**config.mk**
```make
export PLATFORM = sky130hd
export DESIGN_NAME = ac_motor_ramp_control
export DESIGN_NICKNAME = d
export VERILOG_FILES = /design/src/rtl/ac_motor_pkg.sv /design/src/rtl/ac_ramp_prescaler.sv /design/src/rtl/ac_motor_ramp_control.sv
export SDC_FILE = /design/constraint.sdc
export NUM_CORES = 1
export LEC_CHECK = 0
export CORE_UTILIZATION = 45
export DETAILED_ROUTE_END_ITERATION = 8
export GPL_ROUTABILITY_DRIVEN = 0
export GPL_TIMING_DRIVEN = 1
export HOLD_SLACK_MARGIN = 0.06
export PLACE_DENSITY = 0.64
export SYNTH_ARGS = -nofsm -noshare
export SYNTH_HDL_FRONTEND = slang
export SYNTH_SLANG_ARGS = --single-unit
export TNS_END_PERCENT = 50
```
**constraint.sdc**
```tcl
create_clock -name CLK -period 7.5 [get_ports CLK]
set_input_delay 1.5 -clock CLK [delete_from_list [all_inputs] [get_ports CLK]]
set_output_delay 1.5 -clock CLK [all_outputs]
set_load 0.01 [all_outputs]
```
**src/rtl/ac_motor_pkg.sv**
```systemverilog
// Shared types and constants for the AC motor ramp controller.
package ac_motor_pkg;

  localparam int unsigned DEFAULT_RESOLUTION_BITS = 12;

  typedef enum logic [1:0] {
    ST_STOP,
    ST_RUN,
    ST_BRAKE,
    ST_DEAD
  } motor_state_e;

  localparam logic DIR_CW  = 1'b0;
  localparam logic DIR_CCW = 1'b1;

endpackage

```
**src/rtl/ac_ramp_prescaler.sv**
```systemverilog
// Free-running divider producing a one-cycle ramp tick every RAMP_DIV clocks.
module ac_ramp_prescaler #(
  parameter int unsigned RAMP_DIV = 1024
) (
  input  logic CLK,
  input  logic RST,
  output logic tick
);

  localparam int unsigned CNT_W = (RAMP_DIV > 1) ? $clog2(RAMP_DIV) : 1;
  localparam logic [CNT_W-1:0] LAST = CNT_W'(RAMP_DIV - 1);

  logic [CNT_W-1:0] cnt;

  always_ff @(posedge CLK) begin
    if (RST)
      cnt <= '0;
    else if (cnt == LAST)
      cnt <= '0;
    else
      cnt <= cnt + CNT_W'(1);
  end

  assign tick = (cnt == LAST);

endmodule

```
**src/rtl/ac_motor_ramp_control.sv**
```systemverilog
// Slew-limited AC motor command generator with safe, dead-timed direction reversal.
module ac_motor_ramp_control
  import ac_motor_pkg::*;
#(
  parameter int unsigned RESOLUTION_BITS = DEFAULT_RESOLUTION_BITS,
  parameter int unsigned PWR_MAX         = 2**(RESOLUTION_BITS-1) - 1,
  parameter int unsigned RAMP_STEP       = 16,
  parameter int unsigned RAMP_DIV        = 1024,
  parameter int unsigned DEAD_CYCLES     = 256
) (
  input  logic                       CLK,
  input  logic                       RST,
  input  logic                       ENABLE,
  input  logic [RESOLUTION_BITS-1:0] POWER,
  input  logic                       DIR_CMD,
  output logic [RESOLUTION_BITS-1:0] FREQUENCY,
  output logic [RESOLUTION_BITS-1:0] AMPLITUDE,
  output logic                       CW,
  output logic                       CCW,
  output logic                       AT_TARGET
);

  localparam int unsigned W     = RESOLUTION_BITS;
  localparam int unsigned WX    = W + 1;
  localparam int unsigned DCW   = (DEAD_CYCLES > 1) ? $clog2(DEAD_CYCLES) : 1;
  localparam logic [WX-1:0]  PWR_MAX_X = WX'(PWR_MAX);
  localparam logic [WX-1:0]  STEP_X    = WX'(RAMP_STEP);
  localparam logic [DCW-1:0] DEAD_LAST = DCW'(DEAD_CYCLES - 1);

  motor_state_e   state, state_n;
  logic           dir_q, dir_n;
  logic [WX-1:0]  power_x, power_n;
  logic [WX-1:0]  power_clamped, target, delta, step;
  logic [DCW-1:0] dead_cnt;
  logic           tick, power_zero, drive;

  ac_ramp_prescaler #(.RAMP_DIV(RAMP_DIV)) u_prescaler (
    .CLK  (CLK),
    .RST  (RST),
    .tick (tick)
  );

  // Ramp arithmetic is done one bit wider so the compare and step never wrap.
  always_comb begin
    power_clamped = ({1'b0, POWER} > PWR_MAX_X) ? PWR_MAX_X : {1'b0, POWER};
    target        = (state == ST_RUN && ENABLE) ? power_clamped : '0;
    delta         = (target > power_x) ? (target - power_x) : (power_x - target);
    step          = (delta > STEP_X) ? STEP_X : delta;
    power_n       = power_x;
    if (tick) begin
      if (target > power_x)
        power_n = power_x + step;
      else
        power_n = power_x - step;
    end
  end

  assign power_zero = (power_x == '0);
  assign drive      = (state == ST_RUN) || (state == ST_BRAKE);

  always_comb begin
    state_n = state;
    dir_n   = dir_q;
    unique case (state)
      ST_STOP: begin
        if (ENABLE) begin
          state_n = ST_RUN;
          dir_n   = DIR_CMD;
        end
      end
      ST_RUN: begin
        if (!ENABLE)
          state_n = ST_BRAKE;
        else if (DIR_CMD != dir_q)
          state_n = power_zero ? ST_DEAD : ST_BRAKE;
      end
      ST_BRAKE: begin
        if (power_zero)
          state_n = ENABLE ? ST_DEAD : ST_STOP;
      end
      ST_DEAD: begin
        if (dead_cnt == DEAD_LAST) begin
          dir_n   = DIR_CMD;
          state_n = ENABLE ? ST_RUN : ST_STOP;
        end
      end
      default: state_n = ST_STOP;
    endcase
  end

  always_ff @(posedge CLK) begin
    if (RST) begin
      state     <= ST_STOP;
      dir_q     <= DIR_CW;
      power_x   <= '0;
      dead_cnt  <= '0;
      AMPLITUDE <= '0;
      FREQUENCY <= '1;
      CW        <= 1'b0;
      CCW       <= 1'b0;
      AT_TARGET <= 1'b0;
    end else begin
      state     <= state_n;
      dir_q     <= dir_n;
      power_x   <= power_n;
      dead_cnt  <= (state == ST_DEAD && state_n == ST_DEAD) ? dead_cnt + DCW'(1) : '0;
      AMPLITUDE <= power_x[W-1:0];
      FREQUENCY <= ~power_x[W-1:0];
      CW        <= drive && (dir_q == DIR_CW);
      CCW       <= drive && (dir_q == DIR_CCW);
      AT_TARGET <= (state == ST_RUN) && (power_x == target);
    end
  end

endmodule
```
== Yosys cells after proc, flatten, opt, wreduce, memory -nomap -nowiden ==
Index checks and enable logic that the tools add are counted.

* $add $sub $neg: 6
* Magnitude comparators: 3
* Bitwise gates (word level): 3
* Reductions and logical operators: 12
* Muxes and demuxes: 17
* Equality and inequality tests: 10

{| class="wikitable"
|+ Operators by type and width
! kind !! number
|-
| $mux 13 || 3
|-
| $mux 12 || 2
|-
| $add 13x13->13 || 1
|-
| $eq 13x12->1 || 1
|-
| $gt 12x13->1 || 1
|-
| $gt 13x5->1 const B || 1
|-
| $logic_not 13->1 || 1
|-
| $sub 12x13->13 || 1
|-
| $sub 13x12->13 || 1
|-
| $sub 13x13->13 || 1
|-
| $gt 12x11->1 const B || 1
|-
| $mux 2 || 6
|-
| $not 12->12 || 1
|-
| $add 10x1->10 const B || 1
|-
| $eq 10x10->1 const B || 1
|-
| $add 8x1->8 const B || 1
|-
| $eq 8x8->1 const B || 1
|-
| $pmux 2 s4 || 1
|-
| $eq 2x2->1 const B || 3
|-
| $logic_and 1x1->1 || 5
|-
| $mux 1 || 4
|-
| $ne 2x2->1 const B || 2
|-
| $reduce_or 2->1 || 2
|-
| $reduce_and 3->1 || 1
|-
| 7 further kinds || 8
|}

* Bits in registers: 61
* Output and inout port bits: 27
* Word-level logic and storage cells: 61
* Input port bits: 16

== Longest topological paths before layout ==
* Depth after elaboration: 9
* Depth in mapped cells: 33
* Mapped depth without buffers: 30

== By module ==
From an unflattened synthesis, not the netlist that was laid out.

* Cell total of the unflattened synthesis: 574
* Area, all modules: 4514.3 um^2

{| class="wikitable"
|+ Modules (own cells, without submodules)
! module !! sequential area each (um^2) !! area an instance (um^2) !! times used !! cells an instance
|-
| ac_motor_ramp_control || 1021.0 || 4047.6 || 1 || 520
|-
| ac_ramp_prescaler || 200.2 || 466.7 || 1 || 54
|}

== Least setup slack after synthesis ==
Ideal clock, no wire load.

* Path type: input port to flip-flop
* Start point: input ENABLE
* End point: register power_x[12]
* Arrival: 6.954 ns
* Required time: 7.377 ns
* Setup time: 0.123 ns
* Stages: 31
* Path slack: 0.423 ns
* Cells stage by stage: and2_1 clkbuf_1 o21ai_0 inv_1 ha_1 buf_4 nand4_1 o31ai_1 o21bai_2 and2_4 buf_8 mux2i_1 xnor2_1 o2111ai_1 nor3_1 nand2_1 or2_2 ha_1 xnor2_1 a21oi_1 ha_1 a21o_1 a21oi_1 o21ai_0 a31o_2 a41oi_1 a21oi_1 nand3_1 o22ai_1 a211oi_2 mux2_1

* Cells in the longest elaborated chain, start to end: 8
* Elaborated cells on any way between the ends: 11
* Those cells by class: add/sub: 4; order compare: 2; mux: 4; reduce/logical: 1

{| class="wikitable"
|+ RTL lines
! what !! line !! RTL
|-
| start, declared || ac_motor_ramp_control.sv:13 || <nowiki>input logic ENABLE,</nowiki>
|-
| $logic_and 1x1->1 * || ac_motor_ramp_control.sv:46 || <nowiki>target = (state == ST_RUN && ENABLE) ? power_clamped : '0;</nowiki>
|-
| $mux 12 * || ac_motor_ramp_control.sv:46 ||
|-
| $sub 13x12->13 (tied with other cells) || ac_motor_ramp_control.sv:47 || <nowiki>delta = (target > power_x) ? (target - power_x) : (power_x - target);</nowiki>
|-
| $mux 13 || ac_motor_ramp_control.sv:47 ||
|-
| $gt 13x5->1 || ac_motor_ramp_control.sv:48 || <nowiki>step = (delta > STEP_X) ? STEP_X : delta;</nowiki>
|-
| $mux 13 || ac_motor_ramp_control.sv:48 ||
|-
| $sub 13x13->13 or $add 13x13->13 (tied branches) || ac_motor_ramp_control.sv:54, ac_motor_ramp_control.sv:52 ||
|-
| $mux 13 * || ac_motor_ramp_control.sv:51 || <nowiki>if (target > power_x)</nowiki>
|-
| end signal, assigned || ac_motor_ramp_control.sv:105 || <nowiki>power_x <= power_n;</nowiki>
|-
| end, declared || ac_motor_ramp_control.sv:32 || <nowiki>logic [WX-1:0] power_x, power_n;</nowiki>
|}

Mark *: on every way between the ends. The rest lies on a longest branch, timed or not.
A chain may end at the register's enable or synchronous reset.

== Worst setup path after layout ==
* Start point: input POWER[0]
* End point: register power_x[12]

* Cells in the longest elaborated chain, start to end: 9
* Elaborated cells on any way between the ends: 12
* Those cells by class: add/sub: 4; order compare: 3; mux: 5

{| class="wikitable"
|+ RTL lines
! what !! line !! RTL
|-
| start, declared || ac_motor_ramp_control.sv:14 || <nowiki>input logic [RESOLUTION_BITS-1:0] POWER,</nowiki>
|-
| $gt 12x11->1 || ac_motor_ramp_control.sv:45 || <nowiki>power_clamped = ({1'b0, POWER} > PWR_MAX_X) ? PWR_MAX_X : {1'b0, POWER};</nowiki>
|-
| $mux 12 * || ac_motor_ramp_control.sv:45 ||
|-
| $mux 12 * || ac_motor_ramp_control.sv:46 ||
|-
| $sub 13x12->13 (tied with other cells) || ac_motor_ramp_control.sv:47 ||
|-
| $mux 13 || ac_motor_ramp_control.sv:47 ||
|-
| $gt 13x5->1 || ac_motor_ramp_control.sv:48 ||
|-
| $mux 13 || ac_motor_ramp_control.sv:48 ||
|-
| $sub 13x13->13 or $add 13x13->13 (tied branches) || ac_motor_ramp_control.sv:54, ac_motor_ramp_control.sv:52 ||
|-
| $mux 13 * || ac_motor_ramp_control.sv:51 ||
|}

Marks and branches as above.

==> results.toml <==
[outcome]
status = "completed"

[place]
placed_area_um2 = 5640
dp_hpwl_um = 9760
pre_cts_ws_ns = -0.418
port_buffers = 42

[power_and_ir_drop]
intPower_w = 0.000724
peakVddDrop_mv = 0.121
p_per_area_nw_per_um2 = 184
leakagePower_nw = 2.64
p_clk_frac = 0.285
switching_share = 0.348
pwr-share-comb = 0.415
p_seq_frac = 0.299
p_sw_w = 0.000387

[min_path]
min_path_type = "reg -> reg"

[floorplan]
chipWidth_um = 101
rows = 35
die_height_um = 101
start_util = 0.471
ioPinCount = 43
core_um2 = 9370
die-area_um2 = 10200

[synth]
synth.area.mux_share = 0.0368
post_synth_and_or_nand_nor_area_fraction = 0.210
synthDistinctLibCells = 74
synthFlopType = "dfxtp_1"
synthArstFlopShare = 0
synth_edf_count = 0
synth_xor_xnor_area_share = 0.0635
ys_seq_area_frac = 0.277
synth.net_count = 612
synth_top_family_by_area = "simple AND/OR/NAND/NOR gates"
ys_seq_elements = 61
syn_inst = 548
synth_adder_area_share = 0.141
synth-compound-area-share = 0.194
avgSynthCellArea_um2 = 8.06
yosys_warnings = 0
synth_area_um2 = 4410

[clocking]
insertion_delay_ns = 0.35
cts_tree = "done"
h-tree-depth = 3
clk_pin_slew_ns = 0.08
cts.path.max_buffers = 2
cts_num_sinks = 61
cts_made_buffers = 9
cts_root_buffer = "clkbuf_8"

[global_routing]
grt_overflow = 0
grt_max_degree = 34
grt_pass1_vias = 4404
track_usage = 0.255
antenna_found_initial = 0
grt_pass1_wl_um = 20200

[cells_and_area]
drive_gt1_frac = 0.233
layout_commonest_cell = "buf_4"
syn2layout_area_growth_pct = 36.6
antenna_cells = 0
stdcell_area_um2 = 6030
fin_nets = 751
layout_common_cells = "106 x buf_4, 61 x dfxtp_1, 61 x nor2_1, 57 x inv_1"

[worst_setup_path]
crit_type = "in -> reg"
path_delay_family = "compound AO/OA/AOI/OAI gates"
critPathBufInv = 4
required_ns = 7.75
arrival_ns = 7.35
worstPathMaxFanout = 3
critPathCaptureType = "flip-flop"
critPathSlowestCell = "fa_1"
cpPeakStageDelay_ns = 0.43
startpoint_type = "input port"

[sta]
finalSetupViolCount = 0
maxSlewViolCount = 0
fmax_mhz = 141
worstMarginPinSlew_ns = 1.10
timing_hold_violations_final = 0
hold_slack_ns = 0.470
fin_crit_sh = 0.946
skew_ns = 0.0165
timing.final.ws_setup_ns = 0.403
min_period_ns = 7.10
relSlewSlack = 0.260

[routing]
vias_per_cell = 5.33
firstDrtPassIters = 4
drt-total-wl_um = 12600
post_drt_wl_per_cell_um = 15.4
ant_nets = 0
drt_iter0_markers = 138
vias = 4373
drc = 0

[run]
drv_cap = 0
==> layout make-up <==
cell class | count | area (um2)
Fill cell | 846 | 3340
Tap cell | 129 | 161
Timing Repair Buffer | 148 | 1220
Clock buffer | 11 | 151
Inverter | 57 | 214
Sequential cell | 61 | 1220
Clock inverter | 5 | 58.8
Multi-Input combinational cell | 410 | 3000
==> synthesized netlist by cell type (5+ instances only) <==
library cell  instances  area, um2
ha_1                 45        563
dfxtp_1              61       1220
a31oi_1               5       31.3
or3_1                 7       43.8
mux2i_1              14        140
xnor2_1              17        149
xor2_1               15        131
buf_4                 6       45.0
nor3_1                9       45.0
nand2_1              25       93.8
nor4_1                6       37.5
nor2_1               61        229
a21o_1                5       37.5
a21oi_1              34        170
o21ai_0              43        215
o21a_1                5       37.5
nand4_1               7       43.8
and3_1                7       43.8
a211oi_1              8       60.1
nand3_1              16       80.1
inv_1                57        214
clkbuf_1              7       26.3
==> flip-flops by register name, indices dropped and copies added, names as in the netlist <==
register / cells
CW: 1
power_x: 13
state: 2
AMPLITUDE: 12
FREQUENCY: 12
AT_TARGET: 1
CCW: 1
u_prescaler.cnt: 10
dead_cnt: 8
dir_q: 1
==> cells by family (layout without fill, tap and decap cells) <==
| group | count (synthesis) | in the layout |
|---|---|---|
| AOI/OAI and AO/OA | 136 | 136 |
| buffers and inverters | 77 | 221 |
| other | 2 | 2 |
| adders and majority gates | 48 | 48 |
| muxes | 16 | 16 |
| and+or+nand+nor | 176 | 176 |
| DFF | 61 | 61 |
| xor gates and xnor gates | 32 | 32 |
==> per-layer routing <==
layer	track usage	routed length [um]
met1	0.308	5620
met2	0.434	6110
met3	0.0444	477
met4	0.125	403
met5	0	0
==> power by group through the flow <==
stage | Sequential [W] | Combinational (W) | Clock (W)
final | 0.000332 | 0.000461 | 0.000317
after global routing | 0.000333 | 0.000499 | 0.000335
after CTS | 0.000332 | 0.000426 | 0.000322
after detailed placement | 0.000340 | 0.000420 | 0
after global placement | 0.000340 | 0.000415 | 0
after floorplan | 0.000340 | 0.000255 | 0
==> worst register-to-register path: cells and delay by family (launching register included) <==
family / cells / cell delay [ns]
AOI/OAI and AO/OA: 14 / 2.07
and+or+nand+nor: 7 / 1.61
muxes: 1 / 0.33
DFF: 1 / 0.38
buffers and inverters: 4 / 0.49
xor gates and xnor gates: 1 / 0.16
adders and majority gates: 4 / 1.29
==> through the flow <==
| step | cells | setup TNS (ns) | utilization | total power, W |
|---|---|---|---|---|
| final | 821 | 0 | 0.644 | 0.00111 |
| after global routing | 821 | -0.00736 | 0.644 | 0.00117 |
| after CTS | 817 | 0 | 0.626 | 0.00108 |
| after detailed placement | 801 | -1.13 | 0.602 | 0.000760 |
| after global placement | 801 | -0.917 | 0.602 | 0.000754 |
| after floorplan | 548 | 0 | - | 0.000594 |
==> path summary, 6_finish.rpt <==
path / startpoint / endpoint / slack (ns) / cells after the start
worst min-delay path: u_prescaler.cnt[0]$_SDFF_PP0_ / u_prescaler.cnt[0]$_SDFF_PP0_ / 0.47 / 1
worst max register to register: state[1]$_SDFF_PP0_ / power_x[12]$_SDFFE_PP0P_ / 1.06 / 31
worst min register to register: u_prescaler.cnt[0]$_SDFF_PP0_ / u_prescaler.cnt[0]$_SDFF_PP0_ / 0.47 / 1
worst max-delay path: POWER[0] / power_x[12]$_SDFFE_PP0P_ / 0.40 / 29
==> timing repair <==
action	in CTS	in global routing
pin swaps	1	8
hold buffers	0	0
endpoints found under the setup margin	1	5
gates resized for setup	3	37
buffers inserted	0	4
(Power assumes the default switching activity.)
